--- src/rtl/keypad_pkg.sv ---
// Shared types, constants and keymap for the keypad front end.
// Used by keypad_col_scan and keypad_scan.
package keypad_pkg;

  typedef enum logic [1:0] {
    IDLE,
    CAND,
    LATCH,
    PRESS
  } state_t;

  typedef enum logic [1:0] {
    NONE,
    SINGLE,
    MULTI
  } scan_res_t;

  localparam logic [3:0] KEY_CODESET = 4'hA;

  // row 0: 1 2 3 A / row 1: 4 5 6 B
  // row 2: 7 8 9 C / row 3: E 0 F D
  function automatic logic [3:0] key_code(
    input logic [1:0] row,
    input logic [1:0] col
  );
    logic [3:0] c;
    unique case ({row, col})
      4'h0: c = 4'h1;
      4'h1: c = 4'h2;
      4'h2: c = 4'h3;
      4'h3: c = 4'hA;
      4'h4: c = 4'h4;
      4'h5: c = 4'h5;
      4'h6: c = 4'h6;
      4'h7: c = 4'hB;
      4'h8: c = 4'h7;
      4'h9: c = 4'h8;
      4'hA: c = 4'h9;
      4'hB: c = 4'hC;
      4'hC: c = 4'hE;
      4'hD: c = 4'h0;
      4'hE: c = 4'hF;
      default: c = 4'hD;
    endcase
    return c;
  endfunction

endpackage

--- src/rtl/keypad_col_scan.sv ---
// Row synchronizer, column sequencer and per-scan hit accounting.
// Ports: clk, n_rst, row_in -> col_out, scan_done, result, code.
module keypad_col_scan
  import keypad_pkg::*;
#(
  parameter int SCAN_DIV = 1000
) (
  input  logic      clk,
  input  logic      n_rst,
  input  logic [3:0] row_in,
  output logic [3:0] col_out,
  output logic      scan_done,
  output scan_res_t result,
  output logic [3:0] code
);

  localparam int DW = $clog2(SCAN_DIV);
  localparam logic [DW-1:0] DIV_MAX =
    DW'(SCAN_DIV - 1);

  logic [3:0]    row_s1;
  logic [3:0]    row_s2;
  logic [DW-1:0] div_cnt;
  logic [1:0]    col;
  logic [1:0]    hits;
  logic [1:0]    hits_n;
  logic [3:0]    first;
  logic [3:0]    first_n;
  logic          sample;

  assign sample = (div_cnt == DIV_MAX);

  always_ff @(posedge clk or negedge n_rst) begin
    if (!n_rst) begin
      row_s1  <= 4'hF;
      row_s2  <= 4'hF;
      div_cnt <= '0;
      col     <= 2'd0;
      hits    <= 2'd0;
      first   <= 4'h0;
    end else begin
      row_s1 <= row_in;
      row_s2 <= row_s1;
      if (sample) begin
        div_cnt <= '0;
        col     <= col + 2'd1;
        // last column closes the scan
        if (col == 2'd3) begin
          hits  <= 2'd0;
          first <= 4'h0;
        end else begin
          hits  <= hits_n;
          first <= first_n;
        end
      end else begin
        div_cnt <= div_cnt + 1'b1;
      end
    end
  end

  // fold this column's rows into the
  // saturating hit count
  always_comb begin
    hits_n  = hits;
    first_n = first;
    for (int r = 0; r < 4; r++) begin
      if (!row_s2[r]) begin
        if (hits_n == 2'd0)
          first_n = key_code(2'(r), col);
        if (hits_n != 2'd3)
          hits_n = hits_n + 2'd1;
      end
    end
  end

  always_comb begin
    result = MULTI;
    if (hits_n == 2'd0)
      result = NONE;
    else if (hits_n == 2'd1)
      result = SINGLE;
  end

  assign scan_done = sample && (col == 2'd3);
  assign code      = first_n;
  assign col_out   = ~(4'b0001 << col);

endmodule

--- src/rtl/keypad_scan.sv ---
// 4x4 keypad scanner with debounce and multi-key rejection.
// Ports: clk, n_rst, row_in -> col_out, keyValue, keySured, codeSet_t.
module keypad_scan
  import keypad_pkg::*;
#(
  parameter int SCAN_DIV       = 1000,
  parameter int DEBOUNCE_SCANS = 4
) (
  input  logic       clk,
  input  logic       n_rst,
  input  logic [3:0] row_in,
  output logic [3:0] col_out,
  output logic [3:0] keyValue,
  output logic       keySured,
  output logic       codeSet_t
);

  localparam int DW = $clog2(DEBOUNCE_SCANS + 1);
  localparam logic [DW-1:0] DEB_MAX =
    DW'(DEBOUNCE_SCANS);

  logic      scan_done;
  scan_res_t result;
  logic [3:0] code;

  state_t        state;
  state_t        state_n;
  logic [DW-1:0] deb_cnt;
  logic [DW-1:0] deb_n;
  logic [3:0]    cand_code;
  logic [3:0]    cand_n;
  logic [3:0]    kv_n;

  keypad_col_scan #(
    .SCAN_DIV(SCAN_DIV)
  ) u_scan (
    .clk      (clk),
    .n_rst    (n_rst),
    .row_in   (row_in),
    .col_out  (col_out),
    .scan_done(scan_done),
    .result   (result),
    .code     (code)
  );

  always_ff @(posedge clk or negedge n_rst) begin
    if (!n_rst) begin
      state     <= IDLE;
      deb_cnt   <= '0;
      cand_code <= 4'h0;
      keyValue  <= 4'h0;
      keySured  <= 1'b0;
      codeSet_t <= 1'b0;
    end else begin
      state     <= state_n;
      deb_cnt   <= deb_n;
      cand_code <= cand_n;
      keyValue  <= kv_n;
      keySured  <= (state == PRESS) &&
                   (keyValue != KEY_CODESET);
      codeSet_t <= (state == PRESS) &&
                   (keyValue == KEY_CODESET);
    end
  end

  always_comb begin
    state_n = state;
    deb_n   = deb_cnt;
    cand_n  = cand_code;
    kv_n    = keyValue;
    unique case (state)
      IDLE: begin
        if (scan_done && result == SINGLE) begin
          cand_n = code;
          deb_n  = DW'(1);
          state_n = (DEBOUNCE_SCANS == 1) ?
                    LATCH : CAND;
        end
      end
      CAND: begin
        if (scan_done) begin
          if (result == SINGLE &&
              code == cand_code) begin
            deb_n = deb_cnt + 1'b1;
            if (deb_n == DEB_MAX)
              state_n = LATCH;
          end else if (result == SINGLE) begin
            cand_n = code;
            deb_n  = DW'(1);
          end else begin
            deb_n   = '0;
            state_n = IDLE;
          end
        end
      end
      // a scan completing here is dropped
      LATCH: begin
        kv_n    = cand_code;
        deb_n   = '0;
        state_n = PRESS;
      end
      PRESS: begin
        if (scan_done) begin
          if (result == NONE) begin
            deb_n = deb_cnt + 1'b1;
            if (deb_n == DEB_MAX) begin
              deb_n   = '0;
              state_n = IDLE;
            end
          end else begin
            deb_n = '0;
          end
        end
      end
      default: begin
        deb_n   = '0;
        state_n = IDLE;
      end
    endcase
  end

endmodule

--- config.mk ---
export PLATFORM = sky130hd
export DESIGN_NAME = keypad_scan
export DESIGN_NICKNAME = d
export VERILOG_FILES = /design/src/rtl/keypad_pkg.sv /design/src/rtl/keypad_col_scan.sv /design/src/rtl/keypad_scan.sv
export SDC_FILE = /design/constraint.sdc
export NUM_CORES = 1
export LEC_CHECK = 0
export CELL_PAD_IN_SITES_DETAIL_PLACEMENT = 1
export CELL_PAD_IN_SITES_GLOBAL_PLACEMENT = 1
export CORE_MARGIN = 1.5
export CORE_UTILIZATION = 50
export DETAILED_ROUTE_END_ITERATION = 16
export PLACE_DENSITY_LB_ADDON = 0.1
export SETUP_SLACK_MARGIN = 0.3
export SYNTH_ARGS = -nofsm -noshare
export SYNTH_HDL_FRONTEND = slang
export SYNTH_SLANG_ARGS = --single-unit
--- constraint.sdc ---
create_clock -name clk -period 6.7 [get_ports clk]
set_input_delay 2.01 -clock clk [delete_from_list [all_inputs] [get_ports clk]]
set_output_delay 2.01 -clock clk [all_outputs]
set_load 0.02 [all_outputs]
# Word level (Yosys, flattened, before mapping)
# Index checks and enable logic that the tools add are counted.
[totals] output_inout_bits=10 inputBits=6 ff_bits=41
[classes] reduce_logical=17 n_addsub=7 shift=1 n_bitwise=1 n_mux=47 n_eq_ne=26
[ops] op="2-to-1 mux 4 bit" n=13
[ops] op="one-hot mux 4 bit (4 select lines)" n=3
[ops] op="2-to-1 mux 2 bit" n=19
[ops] op="2-to-1 mux 3 bit" n=6
[ops] op="inequality test 2 bit, second input constant" n=9
[ops] op="logical NOT 2 bit" n=8
[ops] op="one-hot mux 3 bit (4 select lines)" n=1
[ops] op="one-hot mux 4 bit (3 select lines)" n=1
[ops] op="adder 10 x 1 -> 10 bit, second input constant" n=1
[ops] op="adder 2 x 1 -> 2 bit, second input constant" n=5
[ops] op="== test 10 bit, second input constant" n=1
[ops] op="2-to-1 mux 10 bit" n=1
[ops] op="== test 2 x 1 -> 1 bit, second input constant" n=4
[ops] op="== test 2 bit, second input constant" n=4
[ops] op="one-hot mux 2 bit (4 select lines)" n=1
[ops] op="one-hot mux 4 bit (2 select lines)" n=1
[ops] op="AND reduction 7 bit" n=1
[ops] op="inequality test 3 bit, second input constant" n=2
[ops] op="logical AND 1 bit" n=5
[ops] op="AND reduction 5 bit" n=1
[ops] op="== test 4 bit" n=1
[ops] op="== test 4 bit, second input constant" n=1
[ops] op="inequality test 2 x 1 -> 1 bit, second input constant" n=2
[ops] op="inequality test 4 bit, second input constant" n=1
[ops] op="7 further kinds" n=7

# Depth between registers and ports, before layout
[logic_depth] word_depth=20 depth_mapped=9 depth_no_buf=9

# Modules after synthesis
# Synthesis repeated with hierarchy kept, for this count alone.
[unflattened] hier_cells=221 hier_area_um2=2294.7
[modules_own_cells] module="keypad_col_scan" area_each_um2=1497.7 seq_area_each_um2=660.6 instances=1 cells_per_inst=151
[modules_own_cells] module="keypad_scan" area_each_um2=797.0 seq_area_each_um2=375.4 instances=1 cells_per_inst=70

# Worst setup path before layout
# OpenSTA, ideal clock, no wires.
[synth_timing] kind="reg2out" start="register u_scan.col[0]" end="output port col_out[0]" stages_incl_launch_ff=4 n_path_buf=0 slack_ns=3.768 required_ns=4.690 arrival_ns=0.922 path_cell_list="dfrtp_1 inv_1 ha_1 inv_1"
[synth_between] elab_chain_len=2
[synth_lines] element="start, declared" line_no="keypad_col_scan.sv:24" source="logic [1:0] col;"
[synth_lines] element="start signal, assigned" line_no="keypad_col_scan.sv:46" source="col <= col + 2'd1;"
[synth_lines] element="left shift 1 x 2 -> 4 bit" line_no="keypad_col_scan.sv:86" source="assign col_out = ~(4'b0001 << col);"
[synth_lines] element="inverter 4 bit" line_no="keypad_col_scan.sv:86"
[synth_lines] element="end, declared" line_no="keypad_scan.sv:12" source="output logic [3:0] col_out,"
# Every way passes these cells.

# Worst setup path in the final report
# Ends and elaborated chain as after synthesis.

==> impl_metrics.yaml <==
clock_tree:
  cts.reportedPaths.clkPinSlew_ps: 80
  cts_resized: 0
  clk-insertion-delay-late_ps: 300
  clockRootBuffer: "clkbuf_8"
  tritoncts: "yes"
  ctsHoldBuffers: 0
  clock_sinks: 41
  cts.htree.levels: 2
  cts_max_path_buffers: 2
  post_cts_setup_repair_buffer_count: 0
  num_cts_buffers: 5
timing:
  slew_worst_pin_ps: 923
  hold_viol: 0
  fmax_ghz: 0.255
  finalWorstPathRequiredPeriod_ps: 3920
  timing.final.setup_violations: 0
  fin_worst_hold_slack_ps: 358
  tns_ps: 0
  max-slew-margin-rel_pct: 38.4
  timing.final.max_slew_violations: 0
  setup_repair_after_global_routing_missed_its_margin: "false"
  timing.clock.skew_ps: 3.80
  layout_worst_path_cycle_share_pct: 58.5
grt:
  antenna_found_initial: 0
  global_route_wire_length_before_repair_mm: 9.74
  grt-ovfl-total: 0
  pin_count_of_the_biggest_net_entering_global_routing: 42
  grt_usage_pct: 24.5
  first_global_vias: 1928
floorplan:
  site_row_count: 25
  core_area_mm2: 0.00469
  area_enclosed_by_the_die_boundary_mm2: 0.00527
  die_width_um: 72.6
  die_h_um: 72.6
  initial_core_util_pct: 51.6
  ioPinCount: 16
power:
  swShare_pct: 23.4
  pwr-share-comb_pct: 6.2
  internal-power_uw: 376
  share_of_power_burned_in_registers_pct: 52.6
  clkPwrFrac_pct: 41.2
  reported_net_switching_power_uw: 115
  irDropWorstVdd_mv: 0.105
  power.static_leakage_nw: 1.13
  pwr_density_cell_mw_per_mm2: 184
placed_design:
  dp.final_hpwl_mm: 4.00
  placed_cells: 289
  gp_routability_congestion: 0.932
  buffer_ports.inserted: 15
route:
  drt-total-wl_mm: 5.78
  detail_route.vias_per_cell: 6.24
  firstDrtPassIters: 4
  initialDrtViolationCount: 85
  detail_route.wl_per_cell_um: 19.5
  ant_nets: 0
  vias: 1852
  remaining_drc_errors: 0
synthesis:
  synth_edf_count: 0
  syn_nets: 249
  syn-instance-count: 233
  yosysWarnings: 0
  ys_dominant_reg_cell: "dfrtp_1"
  post_synth_main_area_contributors: "dfrtp_1, dfstp_2, ha_1"
  synth_cell_type_count: 66
  synthDominantAreaCellType: "dfrtp_1"
  netlist_area_mm2: 0.00242
  synth_top_area_share_pct: 34.1
  postSynth.asyncResetShare_pct: 100
  synth.yosys.seq_area_share_pct: 42.8
  post-synth-top-count-cell: "dfrtp_1"
  synth_top_cells_by_count: "dfrtp_1, nor2_1, nand2_1"
  ys_ff_latch: 41
  average_cell_area_after_synthesis_um2: 10.4
min_path:
  hold-path-cell-count: 0
  worst_hold_path_type: "reg2reg"
layout:
  stdcell_count: 297
  number_of_nets_in_the_finished_design: 258
  final_core_utilization_pct: 56.8
  layout.filler_cells: 521
  antenna_cells_inserted: 0
  drive_above_1_share_pct: 16.0
  syn2layout_area_growth_pct: 10.2
worst_setup_path:
  required_ps: 4690
  slowest_delay_ps: 640
  worst-setup-path-type: "reg2out"
  worst-endpoint-arrival_ps: 1910
  timing.reg2reg.worst_path_depth: 7
  end_kind: "output port"
  timing.critical_path.fanout_max: 5
  crit_slowest_cell: "clkdlybuf4s50_1"
  critPathLaunchType: "register"
  ordered_list_of_cells_on_the_worst_path: "inv_1 -> ha_1 -> inv_1 -> clkdlybuf4s50_1"
  worst_path_most_repeated_cell: "inv_1"
flow_run:
  max_cap_viol_count: 0
status:
  outcome: "finished clean"
==> area by class of cell <==
cell class	count	area (um2)	share of cell area, %
tap	54	67.6	2.53
sequential	41	1040	38.9
inverter	8	30.0	1.13
timing repair buffer	15	145	5.44
clock inverter	2	38.8	1.45
multi-input combinational	171	1280	47.9
clock buffer	6	72.6	2.72
==> state kept, by name, summed over array words and instances (netlist names), named ones only <==
signal,cells
u_scan.div_cnt,10
cand_code,4
keyValue,4
u_scan.first,4
u_scan.row_s1,4
u_scan.row_s2,4
deb_cnt,3
u_scan.col,2
u_scan.hits,2
codeSet_t,1
keySured,1
state,1
==> per-layer routing <==
layer,global-route usage [%],wire length (um)
met1,29.9,2480
met2,42.4,2990
met3,4.44,168
met4,10.1,145
met5,0,0
==> cell usage in the layout, fill, tap and decap left out, types with 2 or more instances in the layout <==
cell type | synthesis | routed
dfrtp_1 | 33 | 33
nor2_1 | 19 | 19
clkdlybuf4s50_1 | 0 | 14
nand2_1 | 13 | 13
a21oi_1 | 12 | 12
o21ai_0 | 10 | 10
ha_1 | 10 | 10
inv_1 | 8 | 8
dfstp_2 | 8 | 8
nand4_1 | 6 | 6
nand2b_1 | 6 | 6
o31ai_1 | 5 | 5
nand3_1 | 5 | 5
xnor2_1 | 5 | 5
xor2_1 | 5 | 5
nor3_1 | 5 | 5
mux2_2 | 5 | 5
clkbuf_8 | 0 | 5
nor2b_1 | 4 | 4
nor3_4 | 3 | 3
a31oi_1 | 3 | 3
mux2_1 | 3 | 3
a22o_1 | 3 | 3
and2_1 | 2 | 2
or3_1 | 2 | 2
o41ai_1 | 2 | 2
nand4b_1 | 2 | 2
o211ai_1 | 2 | 2
mux2i_1 | 2 | 2
nand3b_1 | 2 | 2
nor3b_1 | 2 | 2
==> power groups by stage <==
stage	Clock (mW)	Combinational (mW)	Sequential, mW
finish	0.202	0.0306	0.258
global placement	0	0.0294	0.262
floorplan	0	0.0248	0.258
global route	0.217	0.0341	0.259
detailed placement	0	0.0305	0.263
CTS	0.207	0.0312	0.258
==> through the flow <==
stage	total power, mW	cell area, um2	worst slack [ps]
2_1_floorplan	0.282	2420	3770
3_3_place_gp	0.292	2550	3210
3_5_place_dp	0.293	2550	3150
4_1_cts	0.496	2670	2790
5_1_grt	0.510	2670	2670
6_report	0.491	2670	2780
==> cell families (layout without fill, tap and decap cells) <==
family	after synthesis	in the layout	synth area share (%)
and+or+nand+nor	84	84	21.7
buffers and inverters	21	31	4.45
adders and majority gates	10	10	5.17
AOI/OAI and AO/OA	56	56	17.1
muxes	10	10	4.55
xor gates and xnor gates	11	11	4.29
DFF	41	41	42.8
==> worst paths after layout <==
check	start	to	slack, ps
min in group asynchronous	n_rst	u_scan.hits[0]	1840
hold reg to reg	u_scan.row_s1[2]	u_scan.row_s2[2]	360
hold / removal	u_scan.row_s1[2]	u_scan.row_s2[2]	360
setup / recovery	u_scan.col[0]	col_out[0]	2780
setup reg to reg	u_scan.row_s2[0]	cand_code[0]	3820
max in group asynchronous	n_rst	deb_cnt[1]	4280
==> critical path: cells and delay by family (launching register included) <==
kind	cells	cell delay, ps
adder cells (fa/ha/maj)	1	270
buffers and inverters	3	900
flip-flops	1	440
Note: power is estimated with default switching activity, not from simulation.
